===== src/rtl/arm_pipe_pkg.sv =====
// rtl/arm_pipe_pkg.sv - Shared fetch/decode constants and the instruction queue entry type
package arm_pipe_pkg;

    // ANDEQ r0,r0,r0: architecturally a no-op, used as the decode bubble
    localparam logic [31:0] NOP_INSTR        = 32'h0000_0000;
    localparam logic [31:0] RESET_PC_DEFAULT = 32'h0000_0000;

    typedef struct packed {
        logic [31:0] instr;
        logic [31:0] addr;
    } fetch_entry_t;

endpackage


===== src/rtl/instr_queue.sv =====
// rtl/instr_queue.sv - Synchronous FIFO with push/pop/clear; clear wins over push
module instr_queue
    import arm_pipe_pkg::*;
#(
    parameter int  DEPTH = 2,
    parameter type T     = fetch_entry_t
) (
    input  logic                       clk,
    input  logic                       reset,
    input  logic                       clear,
    input  logic                       push,
    input  logic                       pop,
    input  T                           pushData,
    output T                           headData,
    output logic [$clog2(DEPTH+1)-1:0] count,
    output logic                       full,
    output logic                       empty
);

    localparam int PW = $clog2(DEPTH);
    localparam int CW = $clog2(DEPTH + 1);

    T              mem [DEPTH];
    logic [PW-1:0] rdPtr;
    logic [PW-1:0] wrPtr;
    logic          doPush;
    logic          doPop;

    assign empty    = (count == '0);
    assign full     = (count == CW'(DEPTH));
    assign doPop    = pop & ~empty;
    // A full queue may still accept a push when the head leaves in the same cycle
    assign doPush   = push & (~full | doPop);
    assign headData = mem[rdPtr];

    always_ff @(posedge clk) begin
        if (reset | clear) begin
            rdPtr <= '0;
            wrPtr <= '0;
            count <= '0;
        end else begin
            if (doPush) wrPtr <= wrPtr + PW'(1);
            if (doPop)  rdPtr <= rdPtr + PW'(1);
            count <= count + CW'(doPush) - CW'(doPop);
        end
    end

    always_ff @(posedge clk) begin
        if (doPush && !(reset | clear)) mem[wrPtr] <= pushData;
    end

    always_ff @(posedge clk) begin
        if (!reset) begin
            assert (!(push && full && !pop && !clear));
        end
    end

endmodule


===== src/rtl/fetch_stage.sv =====
// rtl/fetch_stage.sv - Fetch stage: PC, in-order imem requests, response queue and IF/ID register
module fetch_stage
    import arm_pipe_pkg::*;
#(
    parameter int          QDEPTH   = 2,
    parameter int          MAXOUT   = 2,
    parameter logic [31:0] RESET_PC = RESET_PC_DEFAULT
) (
    input  logic        clk,
    input  logic        reset,
    input  logic        StallD,
    input  logic        FlushD,
    input  logic        PCWrPendingF,
    input  logic        BranchTakenE,
    input  logic [31:0] ALUResultE,
    input  logic        PCSrcW,
    input  logic [31:0] ResultW,
    output logic        IReqF,
    output logic [31:0] IAddrF,
    input  logic        IReqReadyF,
    input  logic        IRespValid,
    input  logic [31:0] IRespData,
    output logic [31:0] InstrD,
    output logic [31:0] PCPlus8D,
    output logic        ValidD
);

    localparam int CW = $clog2(QDEPTH + 1);
    localparam int OW = $clog2(MAXOUT + 1);
    localparam int SW = CW + OW;
    // Stale responses can pile up over several back-to-back redirects
    localparam int DW = 8;

    logic [31:0]   pc;
    logic [OW-1:0] outstanding;
    logic [DW-1:0] drop;

    logic          redir;
    logic [31:0]   redirTarget;
    logic          accept;
    logic          dropResp;
    logic          respAccept;

    fetch_entry_t  qPushData;
    fetch_entry_t  qHead;
    logic [CW-1:0] qCount;
    logic          qFull;
    logic          qEmpty;
    logic          qPop;

    logic [31:0]   addrHead;
    logic [CW-1:0] addrCount;
    logic          addrFull;
    logic          addrEmpty;

    assign redir       = BranchTakenE | PCSrcW;
    assign redirTarget = BranchTakenE ? ALUResultE : ResultW;

    assign IReqF  = ~reset & ~redir & ~PCWrPendingF
                  & ((SW'(outstanding) + SW'(qCount)) < SW'(QDEPTH))
                  & (outstanding < OW'(MAXOUT));
    assign IAddrF = pc;
    assign accept = IReqF & IReqReadyF;

    assign dropResp   = IRespValid & (drop != '0);
    assign respAccept = IRespValid & (drop == '0);

    assign qPushData = '{instr: IRespData, addr: addrHead};
    assign qPop      = ~reset & ~FlushD & ~StallD & ~qEmpty;

    instr_queue #(
        .DEPTH (QDEPTH),
        .T     (fetch_entry_t)
    ) u_instrQ (
        .clk      (clk),
        .reset    (reset),
        .clear    (redir),
        .push     (respAccept),
        .pop      (qPop),
        .pushData (qPushData),
        .headData (qHead),
        .count    (qCount),
        .full     (qFull),
        .empty    (qEmpty)
    );

    // Addresses of live requests, consumed in order as their responses return
    instr_queue #(
        .DEPTH (QDEPTH),
        .T     (logic [31:0])
    ) u_addrQ (
        .clk      (clk),
        .reset    (reset),
        .clear    (redir),
        .push     (accept),
        .pop      (respAccept),
        .pushData (IAddrF),
        .headData (addrHead),
        .count    (addrCount),
        .full     (addrFull),
        .empty    (addrEmpty)
    );

    always_ff @(posedge clk) begin
        if (reset) begin
            pc <= RESET_PC;
        end else if (redir) begin
            pc <= redirTarget;
        end else if (accept) begin
            pc <= pc + 32'd4;
        end
    end

    // Redirect moves every live request into the drop count so the new epoch starts at zero
    always_ff @(posedge clk) begin
        if (reset) begin
            outstanding <= '0;
            drop        <= '0;
        end else if (redir) begin
            outstanding <= '0;
            drop        <= drop + DW'(outstanding) - DW'(IRespValid);
        end else begin
            if (dropResp) drop <= drop - DW'(1);
            outstanding <= outstanding + OW'(accept) - OW'(respAccept);
        end
    end

    always_ff @(posedge clk) begin
        if (reset | FlushD) begin
            InstrD   <= NOP_INSTR;
            PCPlus8D <= '0;
            ValidD   <= 1'b0;
        end else if (!StallD) begin
            if (!qEmpty) begin
                InstrD   <= qHead.instr;
                PCPlus8D <= qHead.addr + 32'd8;
                ValidD   <= 1'b1;
            end else begin
                InstrD   <= NOP_INSTR;
                PCPlus8D <= '0;
                ValidD   <= 1'b0;
            end
        end
    end

    always_ff @(posedge clk) begin
        if (!reset) begin
            assert (!(IRespValid && drop == '0 && outstanding == '0));
            assert (!(respAccept && !redir && qFull && !qPop));
            assert (qCount <= CW'(QDEPTH));
            assert (outstanding <= OW'(MAXOUT));
            assert (addrCount == CW'(outstanding));
            assert (!(accept && addrFull));
            assert (!(respAccept && addrEmpty));
        end
    end

endmodule


===== config.mk =====
export PLATFORM = sky130hd
export DESIGN_NAME = fetch_stage
export DESIGN_NICKNAME = d
export VERILOG_FILES = /design/src/rtl/arm_pipe_pkg.sv /design/src/rtl/instr_queue.sv /design/src/rtl/fetch_stage.sv
export SDC_FILE = /design/constraint.sdc
export NUM_CORES = 1
export LEC_CHECK = 0
export CAP_MARGIN = 20
export CORE_MARGIN = 1.5
export CORE_UTILIZATION = 50
export DETAILED_ROUTE_END_ITERATION = 7
export MAX_ROUTING_LAYER = met4
export PLACE_DENSITY = 0.85
export RECOVER_POWER = 100
export SYNTH_ARGS = -nofsm -noshare
export SYNTH_HDL_FRONTEND = slang
export SYNTH_SLANG_ARGS = --single-unit

===== constraint.sdc =====
create_clock -name clk -period 9.2 [get_ports clk]
set_input_delay 1.84 -clock clk [delete_from_list [all_inputs] [get_ports clk]]
set_output_delay 1.84 -clock clk [all_outputs]
set_load 0.05 [all_outputs]

==> flow_summary_export.csv, run 1 <==
group,metric,value,unit
placed_design,port_buffer_count,202,
timing,finalClockSkew,0.0187,ns
timing,final.hold.worst_slack,0.437,ns
run_status,run_status,"finished with violations",
clock_network,cts.path.max_buffers,3,
logic_synthesis,synthesis.nets,1257,
grt,grt_most_used_layer,"met2",
setup_path,critPathCaptureType,"output port",
grt,global_route.usage.total,0.235,
layout,filler_cell_count,1951,
logic_synthesis,synth_seq_cells,309,
detailed_routing,post_route_antenna_net_violation_count,0,
detailed_routing,initialDrtViolationCount,829,
clock_network,tritoncts,"built",
logic_synthesis,postSynth.topFlopCell,"edfxtp_1",
setup_path,crit_fanout,44,
detailed_routing,final_wirelength,31.9,mm
timing,hold_violations,0,
logic_synthesis,sequential_fraction_of_the_synthesis_area,0.603,
grt,overflow,0,
logic_synthesis,avgSynthCellArea,11.9,um^2
detailed_routing,wl_per_cell,19.1,um
clock_network,clk_pin_slew,0.06,ns
pwr,vdd.ir_drop.worst,142,uV
clock_network,cts_repair_resize_count,0,
grt,gr-usage-met1,0.309,
setup_path,setup.worst_path.class,"in -> out",
job,maxCapViolations,5,
detailed_routing,route.vias.total,9798,
clock_network,h-tree-depth,1,
pwr,power.leakage,5.97,nW
grt,initial_antenna_violation_count,1,
floorplanning,dieArea,27900,um^2
detailed_routing,residual_drc_count,0,
clock_network,cts_setup_buffers,0,
detailed_routing,drt_pre_antenna_iters,6,
grt,largest_net_degree_at_the_start_of_global_routing,73,
worst_hold_path,holdCritPathClass,"reg -> reg",
logic_synthesis,netlist-cell-type-count,70,
grt,first_pass_grt_wire_length,50.6,mm
setup_path,critPathArrivalTime,5.45,ns
floorplanning,initial_utilization,0.513,
detailed_routing,viasPerCell,5.87,
setup_path,cpPeakStageDelay,1.64,ns
placed_design,gp_congestion,0.887,
timing,max-slew-margin-rel,-0.546,
layout,most_common_library_cell_in_the_layout_ignoring_fill_and_taps,"edfxtp_1",
pwr,design_power_total,3.19,mW
setup_path,worst_ep_required,7.36,ns
clock_network,cts_buffers,30,
logic_synthesis,synthArstFlopShare,0,
timing,max_clock_freq,137,MHz
timing,timing.final.setup_violations,0,
setup_path,crit_slowest_cell,"clkbuf_1",
timing,rsz0062_at_grt,"no",
timing,finalSetupTns,0,ns
logic_synthesis,cell_area_after_synthesis,13400,um^2
timing,layout_min_cycle_time,7.29,ns
timing,worst_slack,1.91,ns
pwr,p_per_area,191,nW/um^2
placed_design,dp_hpwl,21.4,mm
layout,layout.cells.most_common_list,"192 x edfxtp_1, 132 x dlygate4sd3_1, 116 x dfxtp_1",
clock_network,ctsRootBufferMaster,"clkbuf_16",
clock_network,clock_sink_total,309,
timing,drv_slew,204,
layout,post_route_cells_drive_above_1_share,0.0668,
run_status,violations,"max-capacitance violations, max-slew violations",
timing,tightestPinTransition,2.32,ns
floorplanning,floorplan.die.width,167,um
grt,grt_pass1_vias,9635,
logic_synthesis,synth_enable_flop_cells,192,
floorplanning,die-height,167,um
timing,final_min_period_over_clock_period,0.793,
setup_path,crit_chain,"dlygate4sd3_1 > clkbuf_1 > or3_1 > nor2_1 > dlygate4sd3_1",
setup_path,cpMostUsedCell,"dlygate4sd3_1",
floorplanning,io_pins,203,
grt,grtUsageMet3,0.0335,
floorplanning,design.core.area,26200,um^2
grt,grt_util_met2,0.379,
layout,num-nets-final,1441,
logic_synthesis,synth_warnings,0,
floorplanning,std_cell_rows,59,
layout,area_growth_syn_to_layout,24.4,%
placed_design,dp_slack,3.24,ns
clock_network,clkLatencyLatePin,0.55,ns
clock_network,cts.hold.buffers_added,0,
logic_synthesis,postSynthCellCount,1125,
setup_path,timing.critical_path.from_type,"input port",
==> final timing paths <==
check,to,cells past startpoint,from,slack [ns]
hold / removal,ValidD,2,ValidD,0.44
hold reg to reg,ValidD,2,ValidD,0.44
setup reg to reg,u_addrQ.mem[0][13],7,u_instrQ.count[0],4.82
setup / recovery,IReqF,5,reset,1.91
==> final cells by class <==
type	instances	area [um^2]	area share
Inverter	28	105	0.00629
Sequential cell	309	8110	0.485
Tap cell	335	419	0.0251
Timing Repair Buffer	214	2110	0.126
Clock buffer	34	797	0.0477
Antenna cell	1	2.50	0.000150
Clock inverter	22	235	0.0141
Multi-Input combinational cell	726	4940	0.295
==> routing by layer <==
layer	vias to the layer above	part of all wire	wire [um]
li1	4589	-	-
met1	4657	0.43	13700
met2	481	0.47	14900
met3	71	0.075	2410
met4	0	0.027	860
met5	-	0	0
==> synthesized netlist by cell type (10+ instances only) <==
master	instances	area, um^2
a211oi_1	16	120
a21oi_1	45	225
a22oi_1	14	105
and3_1	10	62.6
clkbuf_1	38	143
dfxtp_1	117	2340
edfxtp_1	192	5770
ha_1	25	313
inv_1	28	105
mux2_2	43	484
mux2i_1	60	601
nand2_1	113	424
nand2b_1	13	81.3
nand3_1	32	160
nand4_1	19	119
nor2_1	55	206
nor2b_1	10	62.6
nor3_1	16	80.1
nor4_1	11	68.8
o21ai_0	60	300
o31ai_1	10	75.1
xnor2_1	23	201
==> flip-flops by register name (all words and copies together), names as in the netlist, named ones only <==
signal	count
u_instrQ.mem	128
u_addrQ.mem	64
IAddrF	32
InstrD	32
PCPlus8D	32
drop	8
outstanding	2
u_addrQ.count	2
u_instrQ.count	2
ValidD	1
u_addrQ.rdPtr	1
u_addrQ.wrPtr	1
u_instrQ.rdPtr	1
u_instrQ.wrPtr	1
==> power breakdown <==
part | switching [mW] | internal (mW)
Combinational | 0.220 | 0.175
Clock | 0.526 | 0.739
Sequential | 0.0350 | 1.50
==> per-stage QoR <==
step | std cells | instance area (um^2) | util
2_1_floorplan | 1125 | 13400 | -
3_3_place_gp | 1611 | 15700 | 0.598
3_5_place_dp | 1611 | 15700 | 0.598
4_1_cts | 1667 | 16700 | 0.638
5_1_grt | 1669 | 16700 | 0.638
6_report | 1669 | 16700 | 0.638
==> worst max-delay path: cells and delay by family <==
kind	cells	cell delay, ns
buf+inv	3	2.95
simple gates	2	0.65
==> kinds of logic after synthesis <==
| kind of cell | after synthesis | synth area share |
|---|---|---|
| AOI/OAI and AO/OA | 224 | 0.111 |
| xor gates and xnor gates | 32 | 0.0209 |
| adders and majority gates | 27 | 0.0263 |
| buffers and inverters | 90 | 0.0300 |
| DFF | 309 | 0.603 |
| muxes | 103 | 0.0807 |
| and+or+nand+nor | 340 | 0.128 |
Power figures use the tool's default switching activity.
==> run 2, diff against run 1 <==
==> constraint.sdc (replaced) <==
create_clock -name clk -period 7 [get_ports clk]
set_input_delay 1.4 -clock clk [delete_from_list [all_inputs] [get_ports clk]]
set_output_delay 1.4 -clock clk [all_outputs]
set_load 0.05 [all_outputs]
==> run 2 against run 1 <==
Clock-buffer cell count increased by 11. Largest cell class unchanged. Critical path type unchanged. First-iteration DRC count decreased by 14%. Sequential cell count unchanged. Non-clock buffer count increased by 2. The flow still finishes with violations (max-capacitance violations, max-slew violations). Die area unchanged.
==> flow_summary_export.csv, run 2 (same netlist as run 1, synthesis figures left out) <==
group,metric,value,unit
timing,timing.final.setup_violations,0,
grt,overflow,0,
grt,first_pass_grt_wire_length,49.8,mm
pwr,vdd.ir_drop.worst,163,uV
clock_network,cts.path.max_buffers,3,
floorplanning,io_pins,203,
layout,most_common_library_cell_in_the_layout_ignoring_fill_and_taps,"edfxtp_1",
pwr,power.leakage,5.99,nW
detailed_routing,final_wirelength,32.0,mm
detailed_routing,post_route_antenna_net_violation_count,0,
floorplanning,design.core.area,26200,um^2
worst_hold_path,min_delay_path_depth,2,
setup_path,timing.critical_path.from_type,"input port",
clock_network,cts.hold.buffers_added,0,
detailed_routing,residual_drc_count,0,
placed_design,area_after_dpl,15700,um^2
run_status,run_status,"finished with violations",
clock_network,h-tree-depth,1,
layout,post_route_cells_drive_above_1_share,0.0674,
setup_path,worst_ep_required,5.60,ns
setup_path,cp_num_cells,5,
detailed_routing,initialDrtViolationCount,715,
setup_path,setup.worst_path.class,"in -> out",
timing,final_min_period_over_clock_period,0.837,
detailed_routing,wl_per_cell,19.2,um
setup_path,crit_buf_inv,3,
setup_path,cpMostUsedCell,"dlygate4sd3_1",
layout,largest_reg_flops,128,
timing,finalClockSkew,0.0131,ns
placed_design,gp_congestion,0.912,
clock_network,clock_sink_total,309,
placed_design,dp_hpwl,22.0,mm
setup_path,timing.critical_path.max_delay_family,"buffers and inverters",
clock_network,cts_buffers,30,
worst_hold_path,holdCritPathClass,"reg -> reg",
setup_path,crit_fanout,37,
floorplanning,floorplan.die.width,167,um
timing,max-slew-margin-rel,-0.516,
clock_network,clk_pin_slew,0.06,ns
setup_path,critPathCaptureType,"output port",
setup_path,crit_slowest_cell,"clkbuf_1",
clock_network,tritoncts,"built",
timing,tightestPinTransition,2.27,ns
setup_path,r2r_cells,7,
detailed_routing,route.vias.total,9752,
floorplanning,initial_utilization,0.513,
timing,drv_slew,225,
layout,insertedDiodeCount,0,
floorplanning,std_cell_rows,59,
detailed_routing,drt_pre_antenna_iters,7,
job,maxCapViolations,6,
timing,rsz0062_at_grt,"no",
timing,finalSetupTns,0,ns
layout,final_util,0.639,
timing,hold_violations,0,
layout,num-nets-final,1443,
layout,postLayoutCellArea,16700,um^2
timing,layout_min_cycle_time,5.86,ns
setup_path,crit_chain,"dlygate4sd3_1 > clkbuf_1 > or3_1 > nor2_1 > dlygate4sd3_1",
floorplanning,dieArea,27900,um^2
placed_design,port_buffer_count,202,
layout,reg_top3,"u_instrQ.mem (128), u_addrQ.mem (64)",
detailed_routing,viasPerCell,5.84,
pwr,p_per_area,251,nW/um^2
clock_network,cts_repair_resize_count,0,
clock_network,ctsRootBufferMaster,"clkbuf_16",
floorplanning,die-height,167,um
setup_path,critPathArrivalTime,4.46,ns
layout,max_flop_register,"u_instrQ.mem",
clock_network,clkLatencyLatePin,0.55,ns
grt,global_route.usage.total,0.231,
grt,initial_antenna_violation_count,0,
layout,area_growth_syn_to_layout,24.6,%
timing,max_clock_freq,171,MHz
grt,grt_pass1_vias,9467,
layout,layout.cells.most_common_list,"192 x edfxtp_1, 133 x dlygate4sd3_1, 116 x dfxtp_1",
setup_path,cpPeakStageDelay,1.11,ns
clock_network,cts_setup_buffers,0,
grt,largest_net_degree_at_the_start_of_global_routing,60,
run_status,violations,"max-capacitance violations, max-slew violations",
## run 2: power by group
group | total (mW) | switching [mW] | internal (mW) | leakage (nW)
clock network | 1.67 | 0.677 | 0.993 | 0.523
logic | 0.517 | 0.288 | 0.229 | 2.78
registers | 2.01 | 0.0457 | 1.97 | 2.69
## run 2: worst paths after layout
| check | to | start | slack (ns) |
|---|---|---|---|
| worst max-delay path | IReqF | PCSrcW | 1.14 |
| worst min-delay path | InstrD[29] | InstrD[29] | 0.45 |
| worst max register to register | u_addrQ.mem[0][5] | u_instrQ.count[0] | 2.71 |
| worst min register to register | InstrD[29] | InstrD[29] | 0.45 |
## run 2: worst min-delay path: cells and delay by family (launching register included)
family	cells	cell delay [ns]
and+or+nand+nor	1	0.04
DFF	1	0.32
AOI/OAI and AO/OA	1	0.05
## run 2: final cells by class
type,count,area (um^2)
inverter,28,105
sequential,309,8110
fill,1956,9470
clock inverter,11,103
clock buffer,45,962
timing repair buffer,216,2100
tap,335,419
multi-input combinational,726,4930
## run 2: routing by layer
layer,track usage,routed length (um),part of all wire,vias up
li1,-,-,-,4593
met1,0.306,13700,0.43,4591
met4,0.0628,823,0.026,0
met2,0.370,14900,0.47,505
met3,0.0371,2600,0.081,63
met5,-,0,0,-
## run 2: stage by stage
| step | std cells | power [mW] | setup WS (ns) | hold slack (ns) |
|---|---|---|---|---|
| 2_1_floorplan | 1125 | 2.39 | 1.31 | 0.441 |
| 3_3_place_gp | 1612 | 2.55 | 1.91 | 0.429 |
| 3_5_place_dp | 1612 | 2.57 | 1.93 | 0.441 |
| 4_1_cts | 1668 | 4.23 | 1.91 | 0.456 |
| 5_1_grt | 1670 | 4.35 | 0.929 | 0.471 |
| 6_report | 1670 | 4.20 | 1.14 | 0.447 |
==> run 3, diff against run 2 <==
==> constraint.sdc (replaced) <==
create_clock -name clk -period 5.9 [get_ports clk]
set_input_delay 1.18 -clock clk [delete_from_list [all_inputs] [get_ports clk]]
set_output_delay 1.18 -clock clk [all_outputs]
set_load 0.05 [all_outputs]
==> run 3 against run 2 <==
The run still ends with max-capacitance violations, max-slew violations left. Sequential share of layout area rose by 0.12 points. Final cell count fell by 0.12%. Non-clock buffer count down 2. Design area down 0.30%. Clock-buffer cell count is 8 lower.
==> flow_summary_export.csv, run 3 (same netlist as run 1, synthesis figures left out) <==
group,metric,value,unit
run_status,run_status,"finished with violations",
run_status,violations,"max-capacitance violations, max-slew violations",
detailed_routing,initialDrtViolationCount,755,
detailed_routing,drt_pre_antenna_iters,7,
clock_network,clock_sink_total,309,
setup_path,critPathCaptureType,"flip-flop",
clock_network,clk_pin_slew,0.06,ns
clock_network,cts.hold.buffers_added,0,
clock_network,clkLatencyLatePin,0.56,ns
timing,finalSetupTns,0,ns
layout,num-nets-final,1441,
clock_network,cts_repair_resize_count,0,
setup_path,setup.worst_path.class,"in -> reg",
layout,reg_top3,"u_instrQ.mem (128), u_addrQ.mem (64)",
layout,most_common_library_cell_in_the_layout_ignoring_fill_and_taps,"edfxtp_1",
floorplanning,floorplan.die.width,167,um
setup_path,crit_fanout,22,
pwr,p_per_area,298,nW/um^2
timing,layout_min_cycle_time,4.81,ns
grt,initial_antenna_violation_count,0,
setup_path,timing.critical_path.from_type,"input port",
grt,largest_net_degree_at_the_start_of_global_routing,72,
timing,tightestPinTransition,2.09,ns
detailed_routing,post_route_antenna_net_violation_count,0,
detailed_routing,route.vias.total,9675,
clock_network,cts_setup_buffers,0,
placed_design,port_buffer_count,202,
timing,hold_violations,0,
detailed_routing,residual_drc_count,0,
pwr,vdd.ir_drop.worst,245,uV
setup_path,critPathArrivalTime,4.97,ns
detailed_routing,final_wirelength,31.2,mm
job,maxCapViolations,4,
setup_path,crit_path_end,"u_addrQ.mem[0][5]",
floorplanning,dieArea,27900,um^2
clock_network,ctsRootBufferMaster,"clkbuf_16",
floorplanning,initial_utilization,0.513,
layout,layout.cells.most_common_list,"192 x edfxtp_1, 134 x dlygate4sd3_1, 117 x dfxtp_1",
grt,grt_pass1_vias,9310,
layout,max_flop_register,"u_instrQ.mem",
setup_path,register_to_register_setup_slack,1.34,ns
grt,overflow,0,
timing,rsz0062_at_grt,"no",
timing,finalClockSkew,0.0110,ns
pwr,power.leakage,5.96,nW
timing,worst_slack,1.09,ns
clock_network,cts.path.max_buffers,3,
layout,insertedDiodeCount,0,
floorplanning,io_pins,203,
clock_network,cts_buffers,30,
placed_design,gp_congestion,0.933,
setup_path,regToRegEndpoint,"u_addrQ.mem[0][5]",
worst_hold_path,holdCritPathClass,"reg -> reg",
layout,largest_reg_flops,128,
clock_network,h-tree-depth,1,
floorplanning,std_cell_rows,59,
layout,post_route_cells_drive_above_1_share,0.0675,
grt,global_route.usage.total,0.227,
clock_network,tritoncts,"built",
placed_design,dp_hpwl,21.4,mm
timing,timing.final.setup_violations,0,
timing,max-slew-margin-rel,-0.391,
layout,area_growth_syn_to_layout,24.2,%
detailed_routing,wl_per_cell,18.7,um
floorplanning,die-height,167,um
setup_path,critical_path.reg2reg.startpoint,"u_instrQ.count[0]",
grt,first_pass_grt_wire_length,49.0,mm
setup_path,timing.critical_path.from,"PCWrPendingF",
setup_path,r2r_cells,7,
placed_design,dp_slack,1.44,ns
floorplanning,design.core.area,26200,um^2
timing,final_min_period_over_clock_period,0.816,
timing,max_clock_freq,208,MHz
detailed_routing,viasPerCell,5.80,
timing,drv_slew,185,
setup_path,worst_ep_required,6.06,ns
==> run 3: through the flow <==
stage / util / instances / instance area [um^2] / total power, mW / hold slack [ns]
2_1_floorplan: - / 1125 / 13400 / 2.84 / 0.441
3_3_place_gp: 0.599 / 1611 / 15700 / 3.03 / 0.429
3_5_place_dp: 0.599 / 1611 / 15700 / 3.05 / 0.438
4_1_cts: 0.638 / 1667 / 16700 / 4.99 / 0.452
5_1_grt: 0.637 / 1668 / 16700 / 5.14 / 0.471
6_report: 0.637 / 1668 / 16700 / 4.97 / 0.445
==> run 3: how the worst min path moves through the flow <==
stage	startpoint	end	slack, ns	depth (start not counted)
after global placement	ValidD	ValidD	0.43	2
after global routing	PCPlus8D[16]	PCPlus8D[16]	0.47	2
after detailed placement	PCPlus8D[22]	PCPlus8D[22]	0.44	2
after floorplan	u_addrQ.wrPtr	u_addrQ.wrPtr	0.44	2
after CTS	PCPlus8D[22]	PCPlus8D[22]	0.45	2
final	PCPlus8D[12]	PCPlus8D[12]	0.44	2
==> run 3: metal layers <==
layer,track usage,wire length (um),part of all wire,vias up
met5,-,0,0,-
met4,0.0684,986,0.032,0
met3,0.0345,2520,0.081,74
met2,0.372,14700,0.47,493
met1,0.292,13000,0.42,4515
li1,-,-,-,4593
==> run 3: layout make-up <==
class / instances / area, um^2
Tap cell: 335 / 419
Sequential cell: 309 / 8110
Timing Repair Buffer: 214 / 2100
Inverter: 28 / 105
Multi-Input combinational cell: 726 / 4940
Fill cell: 1925 / 9520
Clock buffer: 37 / 808
Clock inverter: 19 / 213
==> run 3: critical path, cell delays in order <==
cell	delay, ns
dlygate4sd3_1	0.56
or4_1	0.68
or3_1	0.48
a31oi_1	0.30
nor2b_1	0.80
clkbuf_1	0.96
==> run 3: report_power, final <==
group	total, mW	switching [mW]	internal [mW]
clock network	1.96	0.812	1.15
logic	0.619	0.347	0.272
registers	2.39	0.0535	2.33
total	4.97	1.21	3.76
